[src/rtl/fetch_stage_pkg.sv]
// Shared word width, default reset vector and fetch FSM encodings for the
// instruction-fetch stage.
package fetch_stage_pkg;

    localparam int WORD_W = 32;

    localparam logic [WORD_W-1:0] RESET_PC_DEFAULT = 32'h0000_0000;
    localparam logic [WORD_W-1:0] PC_STEP          = 32'd4;

    typedef enum logic [1:0] {
        FETCH = 2'd0,
        MISS  = 2'd1,
        STALL = 2'd2
    } fetch_state_e;

    // Redirect targets are forced onto a word boundary.
    function automatic logic [WORD_W-1:0] word_align(input logic [WORD_W-1:0] a);
        return a & ~(WORD_W'(3));
    endfunction

endpackage

[src/rtl/fetch_pc.sv]
// Program counter register and next-pc selection: redirect beats sequential
// advance, otherwise the pc holds so the cache sees a stable address.
module fetch_pc
    import fetch_stage_pkg::*;
#(
    parameter logic [WORD_W-1:0] RESET_PC = RESET_PC_DEFAULT
)
(
    input  logic              clk,
    input  logic              reset,
    input  logic              i_redirect_valid,
    input  logic [WORD_W-1:0] i_redirect_pc,
    input  logic              i_advance,
    output logic [WORD_W-1:0] o_pc,
    output logic [WORD_W-1:0] o_pc_next
);

    logic [WORD_W-1:0] r_pc;
    logic [WORD_W-1:0] w_pc_next;

    always_comb begin
        w_pc_next = r_pc;
        if (i_redirect_valid) begin
            w_pc_next = word_align(i_redirect_pc);
        end else if (i_advance) begin
            w_pc_next = r_pc + PC_STEP;
        end
    end

    always_ff @(posedge clk or negedge reset) begin
        if (!reset) begin
            r_pc <= RESET_PC;
        end else begin
            r_pc <= w_pc_next;
        end
    end

    assign o_pc      = r_pc;
    assign o_pc_next = w_pc_next;

endmodule

[src/rtl/fetch_stage.sv]
// MIPS instruction-fetch stage: drives the cache address, rides out misses,
// and hands fetched words to decode through a valid/ready IF/ID slot.
module fetch_stage
    import fetch_stage_pkg::*;
#(
    parameter logic [WORD_W-1:0] RESET_PC = RESET_PC_DEFAULT
)
(
    input  logic              clk,
    input  logic              reset,
    output logic [WORD_W-1:0] cache_addr,
    input  logic [WORD_W-1:0] cache_data,
    input  logic              cache_ready,
    input  logic              redirect_valid,
    input  logic [WORD_W-1:0] redirect_pc,
    input  logic              id_ready,
    output logic              id_valid,
    output logic [WORD_W-1:0] id_inst,
    output logic [WORD_W-1:0] id_pc,
    output logic [WORD_W-1:0] id_pc4,
    output logic [WORD_W-1:0] miss_cycles
);

    fetch_state_e      r_state;
    fetch_state_e      w_state_nxt;
    logic              r_id_valid;
    logic [WORD_W-1:0] r_id_inst;
    logic [WORD_W-1:0] r_id_pc;
    logic [WORD_W-1:0] r_miss_cycles;

    logic              w_slot_free;
    logic              w_xfer;
    logic              w_load;
    logic [WORD_W-1:0] w_pc;
    logic [WORD_W-1:0] w_pc_next;

    fetch_pc #(
        .RESET_PC (RESET_PC)
    ) u_fetch_pc (
        .clk              (clk),
        .reset            (reset),
        .i_redirect_valid (redirect_valid),
        .i_redirect_pc    (redirect_pc),
        .i_advance        (w_load),
        .o_pc             (w_pc),
        .o_pc_next        (w_pc_next)
    );

    // A hit is only consumed when the slot can take it and no redirect
    // is discarding this cycle's fetch.
    always_comb begin
        w_state_nxt = r_state;
        w_slot_free = !r_id_valid || id_ready;
        w_xfer      = r_id_valid && id_ready;
        w_load      = 1'b0;

        if (redirect_valid) begin
            w_state_nxt = FETCH;
        end else if (!cache_ready) begin
            w_state_nxt = MISS;
        end else if (w_slot_free) begin
            w_load      = 1'b1;
            w_state_nxt = FETCH;
        end else begin
            w_state_nxt = STALL;
        end
    end

    always_ff @(posedge clk or negedge reset) begin
        if (!reset) begin
            r_state <= FETCH;
        end else begin
            r_state <= w_state_nxt;
        end
    end

    // IF/ID slot: inst/pc hold their last values whenever nothing is loaded.
    always_ff @(posedge clk or negedge reset) begin
        if (!reset) begin
            r_id_valid <= 1'b0;
            r_id_inst  <= '0;
            r_id_pc    <= '0;
        end else if (redirect_valid) begin
            r_id_valid <= 1'b0;
        end else if (w_load) begin
            r_id_valid <= 1'b1;
            r_id_inst  <= cache_data;
            r_id_pc    <= w_pc;
        end else if (w_xfer) begin
            r_id_valid <= 1'b0;
        end
    end

    always_ff @(posedge clk or negedge reset) begin
        if (!reset) begin
            r_miss_cycles <= '0;
        end else if (r_state == MISS) begin
            r_miss_cycles <= r_miss_cycles + 1'b1;
        end
    end

    assign cache_addr  = w_pc;
    assign id_valid    = r_id_valid;
    assign id_inst     = r_id_inst;
    assign id_pc       = r_id_pc;
    assign id_pc4      = r_id_pc + PC_STEP;
    assign miss_cycles = r_miss_cycles;

endmodule
[config.mk]
export PLATFORM = sky130hd
export DESIGN_NAME = fetch_stage
export DESIGN_NICKNAME = d
export VERILOG_FILES = /design/src/rtl/fetch_stage_pkg.sv /design/src/rtl/fetch_pc.sv /design/src/rtl/fetch_stage.sv
export SDC_FILE = /design/constraint.sdc
export NUM_CORES = 1
export LEC_CHECK = 0
export BUFFER_PORTS_ARGS = -buffer_cell sky130_fd_sc_hd__buf_2
export CORE_UTILIZATION = 50
export CTS_CLUSTER_SIZE = 20
export DETAILED_ROUTE_END_ITERATION = 16
export PLACE_DENSITY_LB_ADDON = 0.08
export SLEW_MARGIN = 15
export SYNTH_ARGS = -nofsm -noshare
export SYNTH_HDL_FRONTEND = slang
export SYNTH_SLANG_ARGS = --single-unit
[constraint.sdc]
create_clock -name clk -period 2.5 [get_ports clk]
set_clock_uncertainty 0.2 [all_clocks]
set_input_delay 0.125 -clock clk [delete_from_list [all_inputs] [get_ports clk]]
set_output_delay 0.125 -clock clk [all_outputs]
set_load 0.05 [all_outputs]
==> summary.md <==
| Metric | Value |
|---|---|
| ANT nets after route | `0` |
| Syn Area/Cell | `roughly 9.1 µm²` |
| Power share of the clock group | `about 33%` |
| Internal power | `4.730 mW` |
| Hpwl dp | `between 10,000 and 15,000 µm` |
| First-pass GRT wire length | `roughly 31,000 µm` |
| Final Hold Fails | `0` |
| Most frequently used flop master after synthesis | `dfrtp_1` |
| Vias in the first global route | `6,329` |
| Commonest non-fill, non-tap cell in the layout | `nand2_1` |
| Final WS setup | `-0.07333 ns` |
| Layout cells sized above 1 | `roughly a third` |
| Min Tclk post-route | `around 2.6 ns` |
| Gate Count Post-Synth | `around 670` |
| Clk pin slew, worst setup/hold paths | `about 0.060 ns` |
| Clock Path Buffers | `2` |
| CTS sink cnt | `~130` |
| Cell Count Post-Placement | `1,038` |
| Worst-Skew Late Latency | `between 0.4 and 0.5 ns` |
| CP Launch Type | `register` |
| Comb pwr share | `32.9%` |
| Largest net degree at the start of global routing | `between 70 and 80` |
| Drt pass-1 iters | `6` |
| Fillers | `about 760` |
| Mapped cell area | `between 6000 and 7000 µm²` |
| Clk root buf | `clkbuf_16` |
| Routed via count | `~6,300` |
| FP Rows | `40` |
| Seq/Total Area, Yosys | `51.88%` |
| Sw Ratio | `approximately two fifths` |
| # DRC | `0` |
| Slew HR | `between 50% and 60%` |
| Initial antenna violation count | `0` |
| Routability Congestion | `between 0.8 and 0.9` |
| Fin crit share | `102.9%` |
| Synth-to-Final Area Change | `54.06%` |
| Critical path fanouts, max | `5` |
| Core area | `~12,000 µm²` |
| Initial DRC count | `roughly 440` |
| Ant. Diodes | `0` |
| Worst Tran Pin Value | `0.7198 ns` |
| P_leak | `roughly 4.8 nW` |
| Violated checks | `negative setup slack` |
| Most frequent cells in the layout | `249 x nand2_1, 205 x buf_2, 110 x dfrtp_1, 75 x dlygate4sd3_1, 44 x buf_4` |
| Non-Filler Instances | `1,167` |
| Die height | `approximately 110 µm` |
| WL/cell | `16.39 µm` |
| Post-synth top area share | `between 50% and 60%` |
| VDD IR max | `659.9 µV` |
| Port buffer count | `221` |
| MaxCap Viol Count | `0` |
| Psw | `about 3.0 mW` |
| CP max stage cell | `dfrtp_1` |
| Synth warn | `0` |
| Grt total ovfl | `0` |
| PnR Total Power | `roughly 7.7 mW` |
| Flop pwr share | `34.0%` |
| CP arrival | `between 2 and 2.5 ns` |
| Endpoints failing setup | `4` |
| CP max stage delay | `between 0.3 and 0.4 ns` |
| WS Path Type | `reg -> out` |
| Ys async rst share | `100.0%` |
| Slew Viols, Final | `0` |
| Ranking of synthesized cells by area | `dfrtp_1 52%, nand2_1 15%, xnor2_1 6.7%` |
| RSZ-0062 raised after global routing | `yes` |
| Fmax | `388.6 MHz` |
| # IOs | `230` |
| DIE AREA | `around 13,000 µm²` |
| Worst setup EP type | `output port` |
| H-tree levels | `4` |
| Critical-path cell list | `and4_4 > nand4_1 > buf_6 > nor3_2 > buf_4 > nand4_1 > xnor2_4 > buf_6` |
| Post-synth EDFFs | `0` |
| Nets@finish | `about 1,100` |
| Yosys top cell by area | `dfrtp_1` |
| Drt via density | `between 5 and 6` |
| CTS tree | `built` |
| Gr usage total | `between 30% and 40%` |
| WP data required | `around 2.2 ns` |
| Initial core utilization | `between 50 and 60%` |
| TritonCTS Buffers | `17` |
| Power Density | `818.8 nW/µm²` |
| Min-Delay Path Class | `in -> async` |
| Distinct cells, synth | `between 40 and 50` |
| WL final | `roughly 19,000 µm` |
| Die extent in x | `112.7 µm` |
| Outcome | `finished with violations` |
| Synth Register Bits | `between 100 and 150` |
==> power by group through the flow <==
stage	Clock [mW]	Combinational [mW]	Sequential, mW
3_3_place_gp	0	2.24	2.64
6_report	2.56	2.54	2.63
5_1_grt	2.68	2.66	2.67
2_1_floorplan	0	0.796	3.50
4_1_cts	2.59	2.47	2.60
3_5_place_dp	0	2.26	2.66
==> path summary, 6_finish.rpt <==
kind	slack (ns)	depth (start not counted)	from	to
min	0.09	2	reset	id_pc[19]$_DFFE_PN0P_
max in group asynchronous	1.32	3	reset	id_inst[6]$_DFFE_PN0P_
max	-0.07	8	id_pc[11]$_DFFE_PN0P_	id_pc4[25]
min in group clk	0.23	4	cache_data[29]	id_inst[29]$_DFFE_PN0P_
max reg2reg	0.07	7	u_fetch_pc.o_pc[11]$_DFFE_PN0P_	u_fetch_pc.o_pc[29]$_DFFE_PN0P_
min reg2reg	0.27	1	miss_cycles[31]$_DFFE_PN0N_	miss_cycles[31]$_DFFE_PN0N_
==> metal layers <==
| layer | track usage [%] | wire (µm) | vias up |
|---|---|---|---|
| li1 | - | - | 2927 |
| met1 | 38.27 | 7760 | 3024 |
| met2 | 52.96 | 9722 | 271 |
| met3 | 6.533 | 1115 | 47 |
| met4 | 14.22 | 530 | 0 |
| met5 | 0 | 0 | - |
==> repair_timing <==
| item | in CTS | in global routing |
|---|---|---|
| setup buffers | 14 | 8 |
| hold buffers | 75 | 0 |
| endpoints found under the setup margin | 19 | 19 |
| pin swaps | 11 | 7 |
| hold endpoints to repair | 140 | 0 |
| resized for setup | 28 | 35 |
==> cells by family after synthesis <==
| family | count (synthesis) | synth area share [%] |
|---|---|---|
| AO/OA/AOI/OAI | 47 | 5.699 |
| XOR/XNOR | 72 | 10.29 |
| adder cells (fa/ha/maj) | 3 | 0.6128 |
| buffers and inverters | 36 | 2.574 |
| flip-flops | 127 | 51.88 |
| multiplexers | 3 | 0.5310 |
| other | 1 | 0.06122 |
| AND/OR/NAND/NOR | 385 | 28.35 |
==> worst max-delay path, delay by kind of cell (launching register included) <==
kind                   cells  cell delay (ns)
flip-flops                 1             0.37
buffers and inverters      3             0.51
XOR/XNOR                   1             0.20
AND/OR/NAND/NOR            4             0.76
==> cells in the mapped netlist, types with 2 or more instances <==
cell      number
nor2_1        22
nand3_1       34
nand2b_1       2
nor3_2         2
and2_1         3
buf_4          6
o311a_1        2
o211ai_1       6
xor2_1        25
a21oi_1        2
mux2_2         2
or3_1          3
clkbuf_1      22
o311ai_0       8
o221ai_1       3
nand4_1       22
xnor2_1       47
buf_1          2
a221o_1        6
nor3_1         9
nor2b_1        5
dfrtp_1      127
nor4_1         2
and3_1        11
nor2_2         3
inv_1          6
and4_1        11
o21ai_0       15
ha_1           3
nand2_1      250
==> flip-flops by register name, indices dropped and copies added (netlist names) <==
register and count:
id_inst 32, miss_cycles 32, id_pc 30, u_fetch_pc.o_pc 30, r_state 2, id_valid 1
==> area by class of cell <==
cell class / instances / area [µm²] / share of cell area (%)
clock buffers: 20 / 446.7 / 4.733
clock inverters: 12 / 166.4 / 1.763
inverters: 6 / 22.52 / 0.2386
multi-input cells: 516 / 3138 / 33.25
flip-flops and latches: 127 / 3199 / 33.90
well taps: 147 / 183.9 / 1.949
repair buffers: 339 / 2281 / 24.17
==> stage by stage <==
stage	utilization (%)	TNS, ns	worst slack (ns)	hold WS, ns	cell area [µm²]
6_report	78.90	-0.1369	-0.07333	0.09224	9438
5_1_grt	78.90	-0.6726	-0.1354	0.1728	9438
4_1_cts	77.63	-0.09421	-0.03690	0.1402	9285
3_5_place_dp	64.54	0	0.06478	0.01064	7720
3_3_place_gp	64.54	0	0.1232	0.007608	7720
2_1_floorplan	-	-0.06549	-0.05206	-0.3706	6376
No activity file was read; power rests on OpenSTA's default activity.
